## src/rtl/cansec_icv_check.sv

```systemverilog
`default_nettype none
// ============================================================================
// cansec_icv_check : constant-time CANsec ICV comparison against AES result
// Rev 1.0
// ============================================================================
module cansec_icv_check #(
   parameter int ICV_BYTES   = 16,
   parameter int TIMEOUT_CYC = 255
) (
   input  logic         clk,
   input  logic         g_rst,
   input  logic         start,
   input  logic [127:0] icv_rcvd,
   input  logic [127:0] aes_data,
   input  logic         aes_done,
   input  logic         tx_success,
   input  logic         rx_success,
   output logic         busy,
   output logic         result_valid,
   output logic         auth_ok,
   output logic         auth_fail,
   output logic         timeout,
   output logic [7:0]   fail_count
);

   localparam logic [1:0]  S_IDLE    = 2'd0;
   localparam logic [1:0]  S_WAIT    = 2'd1;
   localparam logic [1:0]  S_COMPARE = 2'd2;
   localparam logic [1:0]  S_REPORT  = 2'd3;

   localparam logic [3:0]  LAST_IDX  = 4'(ICV_BYTES - 1);
   localparam logic [15:0] WAIT_LAST = 16'(TIMEOUT_CYC - 1);

   logic [1:0]   state;
   logic [1:0]   state_nxt;
   logic         aes_done_q;
   logic [127:0] icv_q;
   logic [127:0] tag_q;
   logic [7:0]   mismatch;
   logic [15:0]  wait_cnt;
   logic [3:0]   idx;
   logic         forced_fail;

   logic         aes_edge;
   logic         clear;
   logic         wait_expired;
   logic [6:0]   byte_lo;
   logic         accept;
   logic         capture;
   logic         expire;
   logic         count_wait;
   logic         compare_step;
   logic         report;
   logic         verdict_ok;

   assign aes_edge     = aes_done & ~aes_done_q;
   assign clear        = tx_success | rx_success;
   assign wait_expired = (wait_cnt == WAIT_LAST);
   // Byte 0 sits at bits 127:120, so byte idx starts at bit 8*(15-idx).
   assign byte_lo      = {~idx, 3'b000};

   // ---------------------------------------------------------------- state register
   always_ff @(posedge clk or posedge g_rst) begin
      if (g_rst) state <= S_IDLE;
      else       state <= state_nxt;
   end

   // ---------------------------------------------------------------- next state
   always_comb begin
      state_nxt = state;
      if (clear) begin
         state_nxt = S_IDLE;
      end else begin
         case (state)
            S_IDLE:    if (start) state_nxt = S_WAIT;
            S_WAIT:    if (aes_edge) state_nxt = S_COMPARE;
                       else if (wait_expired) state_nxt = S_REPORT;
            S_COMPARE: if (idx == LAST_IDX) state_nxt = S_REPORT;
            default:   state_nxt = S_IDLE;
         endcase
      end
   end

   // ---------------------------------------------------------------- output decode
   always_comb begin
      accept       = 1'b0;
      capture      = 1'b0;
      expire       = 1'b0;
      count_wait   = 1'b0;
      compare_step = 1'b0;
      report       = 1'b0;
      if (!clear) begin
         case (state)
            S_IDLE:    accept = start;
            S_WAIT: begin
               capture    = aes_edge;
               expire     = ~aes_edge & wait_expired;
               count_wait = ~aes_edge & ~wait_expired;
            end
            S_COMPARE: compare_step = 1'b1;
            default:   report = 1'b1;
         endcase
      end
      verdict_ok = (mismatch == 8'd0) & ~forced_fail;
   end

   // ---------------------------------------------------------------- datapath
   always_ff @(posedge clk or posedge g_rst) begin
      if (g_rst) begin
         aes_done_q   <= 1'b0;
         busy         <= 1'b0;
         result_valid <= 1'b0;
         auth_ok      <= 1'b0;
         auth_fail    <= 1'b0;
         timeout      <= 1'b0;
         fail_count   <= 8'd0;
         icv_q        <= '0;
         tag_q        <= '0;
         mismatch     <= 8'd0;
         wait_cnt     <= 16'd0;
         idx          <= 4'd0;
         forced_fail  <= 1'b0;
      end else begin
         aes_done_q   <= aes_done;
         busy         <= (state_nxt != S_IDLE);
         result_valid <= report;

         if (clear || accept) begin
            auth_ok   <= 1'b0;
            auth_fail <= 1'b0;
            timeout   <= 1'b0;
         end else if (report) begin
            auth_ok   <= verdict_ok;
            auth_fail <= ~verdict_ok;
            timeout   <= forced_fail;
            if (!verdict_ok && fail_count != 8'hff)
               fail_count <= fail_count + 8'd1;
         end

         if (accept) begin
            icv_q       <= icv_rcvd;
            mismatch    <= 8'd0;
            wait_cnt    <= 16'd0;
            forced_fail <= 1'b0;
         end
         if (capture) begin
            tag_q <= aes_data;
            idx   <= 4'd0;
         end
         if (count_wait) wait_cnt <= wait_cnt + 16'd1;
         if (expire) forced_fail <= 1'b1;
         // Every configured byte is folded in regardless of earlier mismatches.
         if (compare_step) begin
            mismatch <= mismatch | (tag_q[byte_lo +: 8] ^ icv_q[byte_lo +: 8]);
            idx      <= idx + 4'd1;
         end
      end
   end

endmodule
`default_nettype wire
```

## config.mk

```make
export PLATFORM = sky130hd
export DESIGN_NAME = cansec_icv_check
export DESIGN_NICKNAME = d
export VERILOG_FILES = /design/src/rtl/cansec_icv_check.sv
export SDC_FILE = /design/constraint.sdc
export NUM_CORES = 1
export LEC_CHECK = 0
export CAP_MARGIN = 20
export CORE_MARGIN = 8
export CORE_UTILIZATION = 31
export DETAILED_ROUTE_END_ITERATION = 6
export PLACE_DENSITY = 0.56
export SLEW_MARGIN = 20
export SYNTH_ARGS = -nofsm -noshare
export SYNTH_HDL_FRONTEND = slang
export SYNTH_SLANG_ARGS = --single-unit
```

## constraint.sdc

```tcl
create_clock -name clk -period 9.3 [get_ports clk]
set_clock_uncertainty 0.15 [all_clocks]
set_input_delay 1.395 -clock clk [delete_from_list [all_inputs] [get_ports clk]]
set_output_delay 1.395 -clock clk [all_outputs]
set_load 0.005 [all_outputs]
```

==> results by group, run 1 <==
Clocking
  • CTS tree: yes
  • Worst-case clock buffer depth: 3
  • H-tree depth: 2
  • Clock transition at path regs: 0.06 ns
  • Post-CTS sizing: 0
  • Root buf cell: clkbuf_16
  • # clock sinks: 301
  • Post-CTS setup repair buffer count: 0
  • Cts hold-fix bufs: 0
  • CTS Buf Count: 37
  • Worst-Skew Late Latency: 0.52 ns

Logic synthesis
  • Post-Syn Nets: 1,190
  • Post-synthesis cell count: 924
  • Dominant synthesized flop cell: dfrtp_1
  • Yosys cell types: 42
  • Post-synth top area share: 54.7%
  • Post-synthesis sequential area ratio: 54.7%
  • Seq cells post-synth: 301
  • Post-Syn Area: 13,800 um2
  • Yosys warns: 0
  • Synth area leaders: dfrtp_1 (55%), mux2_2 (21%), mux4_2 (9.0%), nand2_1 (1.7%), mux4_1 (1.7%)
  • Syn_area_per_cell: 14.9 um2
  • Post-synth EDFFs: 0
  • Post-synthesis async set-or-reset flop share: 100%
  • Leading area contributor after synthesis: dfrtp_1

Critical path
  • Critical Path RT: 9.55 ns
  • Setup slack, reg-to-reg: 6.07 ns
  • CP arrival: 4.34 ns
  • Worst r2r path cells: 5
  • Crit Path Category: primary input to register
  • Crit path launch type: primary input
  • Reg2Reg Capture Point: icv_q[22]
  • Worst r2r src: state[0]
  • CP max FO: 68
  • Kind of end point of the critical path: register

Placed design
  • Dpl ws: 4.66 ns
  • Inst Count DP: 1,745
  • Global placer's final weighted congestion: 0.744
  • Placed wire-length estimate: 26.2 mm
  • # port buffers: 274

Finish
  • Share of layout cells above drive strength 1: 32.0%
  • Finished Layout Cells: 1,810
  • Nets: 1,459
  • Area grow syn2layout: 32.6%

Routing
  • DR WL/cell: 20.5 um
  • Residual DRC: 0
  • Antenna Nets Post-Route: 0
  • DR iter-0 viols: 379
  • Via/cell ratio: 4.74
  • Metal3 WL: 2.28 mm
  • First-pass DRT Iterations: 4
  • Routed vias: 8,588
  • DR WL met2: 17.6 mm
  • Highest metal used: met5
  • Routed WL: 37.1 mm
  • Met1 wire length: 16.1 mm

Timing
  • Slew headroom: 35.9%
  • Hold Violations, Final: 0
  • RSZ-0062 raised after global routing: false
  • Total Neg Setup Slack: 0 ns
  • Fmax: 0.245 GHz
  • Period utilisation layout: 43.9%
  • Slew @ Worst Pin: 0.959 ns
  • Tmin final: 4.09 ns
  • Final setup fails: 0
  • Final WS setup: 5.21 ns
  • Max-slew violation count: 0

Flow run
  • Maxcap violations: 0

Global routing
  • Number of global-route vias before repair: 9,355
  • Largest net degree at the start of global routing: 84
  • Global-route wire length before repair: 56.8 mm
  • Global route total overflow: 0
  • Gr usage total: 14.4%
  • Initial antenna violation count: 8

Min path
  • Hold Crit Depth: 1
  • Hold path startpoint: wait_cnt[15]
  • Worst hold path endpoint: wait_cnt[15]
  • Worst hold-check path type: register to register

Floorplan
  • I/O Pins: 275
  • Core region area: 44,000 um2
  • Site Rows: 77
  • Die X: 227 um
  • Initial Util: 31.3%
  • Die area: 51,400 um2
  • Die height: 227 um

Pwr
  • Pleak: 7.69 nW
  • Total power: 0.00365 W
  • PwrDens: 200 nW/um2
  • Max VDD drop: 0.0924 mV

Run status
  • Status: completed
## per-stage QoR
step / hold WS [ns] / cell area (um2) / util, %
finish: 0.329 / 18300 / 41.5
global route: 0.354 / 18300 / 41.5
CTS: 0.337 / 18200 / 41.4
detailed placement: 0.329 / 17100 / 38.8
global placement: 0.319 / 17100 / 38.8
floorplan: 0.299 / 13800 / -
## Yosys cell counts (13+ instances only)
library cell    n
nand2_1        64
nor2_1         14
dfrtp_1       301
mux4_2         55
xnor2_1        15
nand2b_1       19
mux2i_1        19
buf_2          32
nand3_1        13
mux2_2        256
o211ai_1       18
clkbuf_1       15
## cell type report
cell class / count / area, um2
antenna: 2 / 5.00
clock buffer: 51 / 1030
clock inverter: 11 / 135
fill: 4124 / 25800
inverter: 5 / 22.5
multi-input combinational: 562 / 5940
sequential: 301 / 7540
tap: 592 / 741
timing repair buffer: 286 / 2850
## cell families (layout without fill, tap and decap cells)
family	Yosys count	after routing	synth area share, %
flip-flops	301	301	54.7
buffers and inverters	61	353	2.35
adder cells (fa/ha/maj)	4	4	0.363
XOR/XNOR	24	24	1.53
AO/OA/AOI/OAI	49	49	2.41
AND/OR/NAND/NOR	145	145	5.56
other	0	2	0
multiplexers	340	340	33.1
## worst max path at each step
| stage | slack [ns] | endpoint | startpoint | cells after the start |
|---|---|---|---|---|
| floorplan | 3.75 | aes_done_q | g_rst | 1 |
| global placement | 4.65 | icv_q[30] | tx_success | 6 |
| detailed placement | 4.66 | icv_q[22] | rx_success | 6 |
| CTS | 5.23 | icv_q[22] | rx_success | 6 |
| global route | 5.01 | icv_q[22] | rx_success | 6 |
| finish | 5.21 | icv_q[22] | rx_success | 6 |
## registers in the layout, summed over array words and instances, names as in the netlist, 2 cells and up
signal      count
icv_q         128
tag_q         128
wait_cnt       16
fail_count      8
mismatch        8
idx             4
state           2
## layout by cell type (no fill, tap or decap), types with 11 or more instances in the layout
cell and count:
mux2_2 256, nand2_1 64, dfrtp_1 298, nand3_1 11, xnor2_1 15, nor2_1 14, mux4_2 55, mux2i_1 19
buf_4 11, o211ai_1 18, clkbuf_16 37, clkdlybuf4s50_1 274, nand2b_1 19
## per-layer routing
layer,vias to the layer above,track usage [%]
met5,-,0
met4,12,4.73
met3,67,3.91
met2,194,23.1
met1,4370,18.8
li1,3945,-
## worst max-delay path, stage by stage
cell and delay [ns]:
clkdlybuf4s50_1 0.47, nor2_1 0.14, nand3_4 0.38, buf_4 0.63
buf_4 0.81, mux2_2 0.42
## power breakdown
group,switching [W],internal (W)
logic,0.000220,0.000393
clock network,0.000551,0.000852
registers,0.000114,0.00152
total,0.000884,0.00276
No activity file was read; power rests on OpenSTA's default activity.
==> run 2: changes to the inputs <==
PLACE_DENSITY = 0.54   (was 0.56)
clock period = 4.3 ns   (was 9.3 ns; I/O delays follow)
==> results by group, run 2 (same netlist as run 1, synthesis figures left out) <==
Routing
  • DR iter-0 viols: 452 (was 379)
  • Routed WL: 37.1 mm (about the same)
  • Via/cell ratio: 4.74 (about the same)
  • DR WL/cell: 20.4 um (was 20.5 um)
  • Antenna Nets Post-Route: 0 (unchanged)
  • Residual DRC: 0 (unchanged)
  • First-pass DRT Iterations: 5 (was 4)
  • Routed vias: 8,618 (was 8,588)

Global routing
  • Initial antenna violation count: 13 (was 8)
  • Global route total overflow: 0 (unchanged)
  • Gr usage total: 14.5% (was 14.4%)
  • Global-route wire length before repair: 57.0 mm (was 56.8 mm)
  • Number of global-route vias before repair: 9,568 (was 9,355)
  • Largest net degree at the start of global routing: 128 (was 84)

Finish
  • Nets: 1,458 (was 1,459)
  • Share of layout cells above drive strength 1: 31.8% (was 32.0%)
  • Fin util: 41.7% (was 41.5%)
  • Area grow syn2layout: 33.3% (was 32.6%)
  • Post-route cell area: 18,400 um2 (was 18,300 um2)
  • Most frequent cells in the layout: dfrtp_1 (298), clkdlybuf4s50_1 (274), mux2_2 (256) (unchanged)
  • Commonest non-fill, non-tap cell in the layout: dfrtp_1 (unchanged)
  • Top flop regs: icv_q: 128 flops, tag_q: 128 flops, wait_cnt: 16 flops (unchanged)

Floorplan
  • Initial Util: 31.3% (unchanged)
  • Die X: 227 um (unchanged)
  • Die height: 227 um (unchanged)
  • Core region area: 44,000 um2 (unchanged)
  • I/O Pins: 275 (unchanged)
  • Die area: 51,400 um2 (unchanged)
  • Site Rows: 77 (unchanged)

Placed design
  • Placed instance area: 17,200 um2 (was 17,100 um2)
  • Dpl ws: 0.998 ns (was 4.66 ns)
  • # port buffers: 274 (unchanged)
  • Placed wire-length estimate: 26.2 mm (about the same)
  • Global placer's final weighted congestion: 0.741 (was 0.744)

Clocking
  • H-tree depth: 2 (unchanged)
  • Root buf cell: clkbuf_16 (unchanged)
  • CTS Buf Count: 36 (was 37)
  • # clock sinks: 301 (unchanged)
  • Post-CTS sizing: 0 (unchanged)
  • Clock transition at path regs: 0.06 ns (about the same)
  • Worst-Skew Late Latency: 0.53 ns (was 0.52 ns)
  • Worst-case clock buffer depth: 3 (unchanged)
  • Cts hold-fix bufs: 0 (unchanged)
  • Post-CTS setup repair buffer count: 0 (unchanged)
  • CTS tree: yes (unchanged)

Pwr
  • PwrDens: 431 nW/um2 (was 200 nW/um2)
  • Total power: 0.00791 W (was 0.00365 W)
  • Pleak: 7.71 nW (was 7.69 nW)
  • Max VDD drop: 0.244 mV (was 0.0924 mV)

Critical path
  • Kind of end point of the critical path: register (unchanged)
  • Worst r2r path cells: 6 (was 5)
  • CP arrival: 3.02 ns (was 4.34 ns)
  • Crit-path max cell delay: 0.64 ns (was 0.81 ns)
  • Crit Path Category: primary input to register (unchanged)
  • CP max FO: 61 (was 68)
  • CP max stage cell: nand3_4 (was buf_4)
  • CP Cell Sequence: clkdlybuf4s50_1 -> nor2_1 -> nand3_4 -> buf_12 -> mux2_2 (was clkdlybuf4s50_1 -> nor2_1 -> nand3_4 -> buf_4 -> buf_4 -> mux2_2)
  • Critical Path RT: 4.56 ns (was 9.55 ns)
  • Crit path launch type: primary input (unchanged)

Timing
  • Final WS setup: 1.54 ns (was 5.21 ns)
  • Final setup fails: 0 (unchanged)
  • Max-slew violation count: 0 (unchanged)
  • Period utilisation layout: 64.3%
  • Tmin final: 2.76 ns
  • Fmax: 0.362 GHz
  • Slew @ Worst Pin: 0.772 ns (was 0.959 ns)
  • Total Neg Setup Slack: 0 ns (unchanged)
  • Hold Violations, Final: 0 (unchanged)
  • Slew headroom: 48.5% (was 35.9%)
  • RSZ-0062 raised after global routing: false (unchanged)

Min path
  • Worst hold-check path type: primary input to async pin (was register to register)

Run status
  • Status: completed (unchanged)

Flow run
  • Maxcap violations: 0 (unchanged)
-- run 2: metrics by stage --
step	instances	hold slack [ns]
after floorplan	924	0.299
after global placement	1746	0.321
after detailed placement	1746	0.328
after CTS	1809	0.307
after global routing	1809	0.342
final	1817	0.332
-- run 2: worst max-delay path: cells and delay by family --
| family | cells | cell delay (ns) |
|---|---|---|
| buf+inv | 2 | 0.86 |
| mux | 1 | 0.31 |
| simple gates | 2 | 1.15 |
-- run 2: cell type report --
class,count,area (um2)
sequential,301,7540
fill,4167,25700
antenna,8,20.0
inverter,5,22.5
multi-input combinational,562,5940
clock buffer,54,1040
clock inverter,9,133
timing repair buffer,286,2920
tap,592,741
-- run 2: per-layer routing --
| metal | vias to the layer above | track usage, % | wire [um] |
|---|---|---|---|
| met2 | 198 | 23.5 | 17900 |
| met3 | 65 | 4.86 | 2610 |
| li1 | 3958 | - | - |
| met5 | - | 0 | 85 |
| met4 | 14 | 4.92 | 908 |
| met1 | 4383 | 18.0 | 15600 |
-- run 2: worst paths after layout --
check | start | end | slack, ns
setup / recovery | rx_success | icv_q[38] | 1.54
hold / removal | g_rst | icv_q[17] | 0.33
setup reg to reg | idx[0] | mismatch[1] | 1.59
hold reg to reg | mismatch[2] | mismatch[2] | 0.34
max in group asynchronous | g_rst | tag_q[107] | 2.63
min in group clk | mismatch[2] | mismatch[2] | 0.34
-- run 2: report_power, final --
part | internal [W] | switching, W
Clock | 0.00185 | 0.00119
Sequential | 0.00328 | 0.000236
Combinational | 0.000861 | 0.000489
